File: src/rtl/alarm_timer_ctrl.sv
// Countdown timer and interval store for the anti-theft FSM.
// Four programmable second-delays, one-shot countdown with expired pulse, and a free-running 1 s tick.
module alarm_timer_ctrl #(
    parameter int TICK_DIV        = 27000000,
    parameter int VALUE_W         = 4,
    parameter int T_ARM_DEF       = 6,
    parameter int T_DRIVER_DEF    = 8,
    parameter int T_PASSENGER_DEF = 15,
    parameter int T_ALARM_DEF     = 10
) (
    input  logic               clock,
    input  logic               reset,
    input  logic               reprogram,
    input  logic [1:0]         param_sel,
    input  logic [VALUE_W-1:0] param_value,
    input  logic               start_timer,
    input  logic [1:0]         interval,
    input  logic               timer_reset,
    output logic               expired,
    output logic               busy,
    output logic [VALUE_W-1:0] remaining,
    output logic               tick
);

    localparam int DIV_W = (TICK_DIV > 2) ? $clog2(TICK_DIV) : 1;
    localparam logic [DIV_W-1:0] DIV_LAST = DIV_W'(TICK_DIV - 1);
    localparam logic [4*VALUE_W-1:0] PARAM_DEFS = {
        VALUE_W'(T_ALARM_DEF), VALUE_W'(T_PASSENGER_DEF),
        VALUE_W'(T_DRIVER_DEF), VALUE_W'(T_ARM_DEF)
    };

    typedef enum logic [1:0] {IDLE, COUNT, DONE} state_t;

    state_t             state_reg, state_next;
    logic [DIV_W-1:0]   div_reg, div_next;
    logic               start_prev_reg;
    logic [VALUE_W-1:0] param_reg [4];
    logic [3:0]         wr_en;
    logic [VALUE_W-1:0] remaining_reg, remaining_next;
    logic               expired_reg, expired_next;
    logic               busy_reg, tick_reg;
    logic               start_edge, wrap, load;
    logic [VALUE_W-1:0] sel_value;

    genvar gi;
    generate
        for (gi = 0; gi < 4; gi++) begin : g_wr_en
            assign wr_en[gi] = reprogram && (param_sel == 2'(gi));
        end
    endgenerate

    always_ff @(posedge clock) begin
        for (int i = 0; i < 4; i++) begin
            if (reset) begin
                param_reg[i] <= PARAM_DEFS[i*VALUE_W +: VALUE_W];
            end else if (wr_en[i]) begin
                param_reg[i] <= param_value;
            end
        end
    end

    assign start_edge = start_timer && !start_prev_reg;
    assign wrap       = (div_reg == DIV_LAST);
    assign sel_value  = param_reg[interval];

    // Loading a countdown realigns the divider so the first second is full length.
    always_comb begin
        if (load || wrap) begin
            div_next = '0;
        end else begin
            div_next = div_reg + DIV_W'(1);
        end
    end

    always_comb begin
        state_next     = state_reg;
        remaining_next = remaining_reg;
        expired_next   = 1'b0;
        load           = 1'b0;
        if (reprogram || timer_reset) begin
            state_next     = IDLE;
            remaining_next = '0;
        end else begin
            case (state_reg)
                IDLE: begin
                    if (start_edge) begin
                        load = 1'b1;
                        if (sel_value == '0) begin
                            state_next     = DONE;
                            remaining_next = '0;
                            expired_next   = 1'b1;
                        end else begin
                            state_next     = COUNT;
                            remaining_next = sel_value;
                        end
                    end
                end
                COUNT: begin
                    if (!start_timer) begin
                        state_next     = IDLE;
                        remaining_next = '0;
                    end else if (wrap) begin
                        remaining_next = remaining_reg - VALUE_W'(1);
                        if (remaining_reg == VALUE_W'(1)) begin
                            state_next   = DONE;
                            expired_next = 1'b1;
                        end
                    end
                end
                DONE: begin
                    // Wait for the FSM to drop start so a held level cannot re-trigger.
                    if (!start_timer) begin
                        state_next = IDLE;
                    end
                end
                default: begin
                    state_next     = IDLE;
                    remaining_next = '0;
                end
            endcase
        end
    end

    always_ff @(posedge clock) begin
        if (reset) begin
            state_reg      <= IDLE;
            div_reg        <= '0;
            start_prev_reg <= 1'b0;
            remaining_reg  <= '0;
            expired_reg    <= 1'b0;
            busy_reg       <= 1'b0;
            tick_reg       <= 1'b0;
        end else begin
            state_reg      <= state_next;
            div_reg        <= div_next;
            start_prev_reg <= start_timer;
            remaining_reg  <= remaining_next;
            expired_reg    <= expired_next;
            busy_reg       <= (state_next == COUNT);
            tick_reg       <= wrap && !load;
        end
    end

    assign expired   = expired_reg;
    assign busy      = busy_reg;
    assign remaining = remaining_reg;
    assign tick      = tick_reg;

endmodule

File: config.mk
export PLATFORM = sky130hd
export DESIGN_NAME = alarm_timer_ctrl
export DESIGN_NICKNAME = d
export VERILOG_FILES = /design/src/rtl/alarm_timer_ctrl.sv
export SDC_FILE = /design/constraint.sdc
export NUM_CORES = 1
export LEC_CHECK = 0
export CAP_MARGIN = 20
export CORE_MARGIN = 10
export CORE_UTILIZATION = 28
export CTS_CLUSTER_DIAMETER = 120
export DETAILED_ROUTE_END_ITERATION = 10
export PLACE_DENSITY_LB_ADDON = 0.08
export RECOVER_POWER = 100
export SLEW_MARGIN = 15
export SYNTH_ARGS = -nofsm -noshare
export SYNTH_HDL_FRONTEND = slang
export SYNTH_SLANG_ARGS = --single-unit
File: constraint.sdc
create_clock -name clock -period 1.9 [get_ports clock]
set_clock_uncertainty 0.05 [all_clocks]
set_input_delay 0.285 -clock clock [delete_from_list [all_inputs] [get_ports clock]]
set_output_delay 0.285 -clock clock [all_outputs]
set_load 0.05 [all_outputs]
==> key figures <==
Drt
  – ANT nets after route: 0
  – Drt total wl: about 5700 µm
  – DR vias: 1877
  – Routed len/inst: approximately 14 µm
  – Vias per Instance: 4.59
  – Detailed Route Iter0 Violations: 58
  – Pre-Repair DR Iteration Count: 4
  – DR DRC count: 0

Floorplan
  – Die area: 12900 µm²
  – Row count: 34
  – Die width: 114 µm
  – Io pins: 20
  – Starting Density: 28.5%
  – Die Y: 114 µm
  – Core ar.: 8640 µm²

Yosys
  – Seq/Total Area, Yosys: a little under half
  – Count leader, synth: dfxtp_1
  – Synth Instances: ~240
  – Synth Flop Type: dfxtp_1
  – Leading area contributor after synthesis: dfxtp_1
  – Syn Std Cell Area: 2460 µm²
  – Async set-reset flop share out of synthesis: 0%
  – Synth Net Count: approximately 260
  – Synth Register Bits: 51
  – Mean post-synth cell area: 10.1 µm²
  – Yosys cell types: 41
  – Area contributors post-synth: dfxtp_1 28%, edfxtp_1 20%, xnor2_1 5.3%
  – Commonest cells post-synth: 35 x dfxtp_1, 33 x nor2_1, 16 x edfxtp_1
  – Number of flops mapped to enable cells by yosys: 16
  – Area share of the largest cell type after synthesis: 28.5%
  – Syn. warnings: 0

Global route
  – Gr usage total: 8.93%
  – Grt ovf: 0
  – First-pass GRT wire length: 9490 µm
  – Vias in the first global route: roughly 1900
  – Initial antenna violation count: 0
  – Pin count of the biggest net entering global routing: 25

Run status
  – Outcome: finished with violations
  – Failing checks: setup timing

Worst hold path
  – Worst hold path type: register to register
  – Worst Min Path Start: div_reg[4]

Clock network
  – Clock tree buffer depth: 2
  – Clock transition at the registers of the reported paths: 0.10 ns
  – Total CTS buffers: 5
  – Clk_lat worst skew: between 0.3 and 0.4 ns
  – CTS Sinks: 51
  – H-tree Lvls: 2
  – Root buf cell: clkbuf_8
  – Post-CTS Setup Bufs: 0
  – CTS tree: done

STA
  – Unrepaired setup endpoints after global routing: true
  – Tcrit/Tclk final: 107%
  – Rel. slew slack: about 60%
  – Slew @ Worst Pin: 0.606 ns
  – FMAX: 493 MHz
  – Setup total negative slack: -0.130 ns
  – Setup-failing EPs final: 1
  – Max-slew violations: 0
  – Fin. Hold Viols: 0
  – Min Clock Period, post-route: about 2.0 ns
  – Worst Setup Slack, final: -0.130 ns

Worst setup path
  – Peak per-stage delay on the critical path: approximately 0.55 ns
  – Worst Setup End Kind: register
  – Slowest CP cell: or4_4
  – Arrival time at the worst endpoint: 2.21 ns
  – Kind of critical path: register to register
  – Worst setup path startpoint: param_reg[3][2]
  – Required time of the worst setup path: 2.08 ns
  – Worst r2r src: param_reg[3][2]
  – CP Buf/Inv Count: 0
  – Crit path cell chain: mux4_2 > or4_4 > nor4_4 > a41oi_2 > a221oi_2
  – R2r setup slk: -0.13 ns
  – Crit path max-delay family: simple AND/OR/NAND/NOR gates
  – Crit Path Max Fanout: 2
  – Worst Setup Start Kind: register

Power and ir drop
  – Peak VDD IR: 0.278 mV
  – PD cells: 681 nW/µm²
  – P_leak: 1.12 nW
  – Pwr Total: between 2 and 2.5 mW

Final layout
  – Final core utilization: 36.1%
  – Antenna Cells: 0
  – P&R area growth vs syn: 26.8%
  – Max reg flops: 25
  – Share of layout cells above drive strength 1: 16.9%
  – FILL cells: 909
  – Final instance count without filler cells: ~410
  – Nets: 316

Placement
  – Routability cong.: approximately 0.74
  – DP HPWL: 4340 µm
  – Cells after DPL: 401
  – IO buf count: 19

Flow run
  – Max_cap viols: 0
[kinds of logic (layout without fill, tap and decap cells)]
family | count (synthesis) | count (layout) | share of synthesized area (%)
buffers and inverters | 17 | 75 | 3.46
and+or+nand+nor | 122 | 122 | 27.0
muxes | 7 | 7 | 5.03
adders and majority gates | 3 | 3 | 1.53
xor gates and xnor gates | 25 | 25 | 8.90
AOI/OAI and AO/OA | 18 | 18 | 6.05
DFF | 51 | 51 | 48.0
[worst min-delay path, cell delays in order (launching register included)]
cell,delay (ns)
dfxtp_1,0.34
xor2_1,0.07
nor2_1,0.07
[where the power goes]
group          switching [mW]  internal [mW]
clock network           0.382          0.341
registers              0.0191           1.16
logic                   0.112          0.114
total                   0.513           1.61
[timing repair]
item	CTS	global route
pin swaps	1	3
setup endpoints to repair	4	8
hold buffers	0	0
resized for setup	3	2
[stage by stage]
stage	cell area, µm²	setup slack [ns]	hold slack (ns)
floorplan	2460	-0.0970	0.363
global placement	3040	-0.731	0.448
detailed placement	3040	-0.798	0.448
CTS	3150	-0.157	0.474
global route	3120	-0.237	0.499
finish	3120	-0.130	0.465
[metal layers]
| metal | up-vias | track usage, % | wire, µm |
|---|---|---|---|
| met3 | 4 | 2.10 | 189 |
| met1 | 874 | 12.0 | 2920 |
| met2 | 24 | 13.7 | 2520 |
| met4 | 0 | 3.05 | 42 |
| met5 | - | 0 | 0 |
| li1 | 975 | - | - |
[worst paths after layout]
kind,end,cells past startpoint
max,state_reg[1],5
min,div_reg[4],2
max reg2reg,state_reg[1],5
min reg2reg,div_reg[4],2
[cell usage in the layout, fill, tap and decap left out, drive strengths merged, types with 5 or more instances in the layout]
| cell | count |
|---|---|
| nor2 | 33 |
| clkbuf | 19 |
| edfxtp | 16 |
| nand4 | 5 |
| nor4 | 7 |
| and3 | 6 |
| inv | 7 |
| xnor2 | 15 |
| and2 | 11 |
| nand2b | 5 |
| or3 | 8 |
| nand2 | 12 |
| nand3 | 11 |
| buf | 32 |
| a221oi | 5 |
| clkdlybuf4s50 | 11 |
| nor3 | 11 |
| dfxtp | 35 |
| and4 | 5 |
| xor2 | 10 |
[area by class of cell]
cell class	count	area, µm²	share of cell area [%]
Timing Repair Buffer	60	467	14.9
Multi-Input combinational cell	175	1210	38.7
Inverter	7	26.3	0.842
Sequential cell	51	1180	37.8
Clock inverter	1	7.51	0.240
Tap cell	108	135	4.33
Clock buffer	7	97.6	3.13
(Power assumes the default switching activity.)
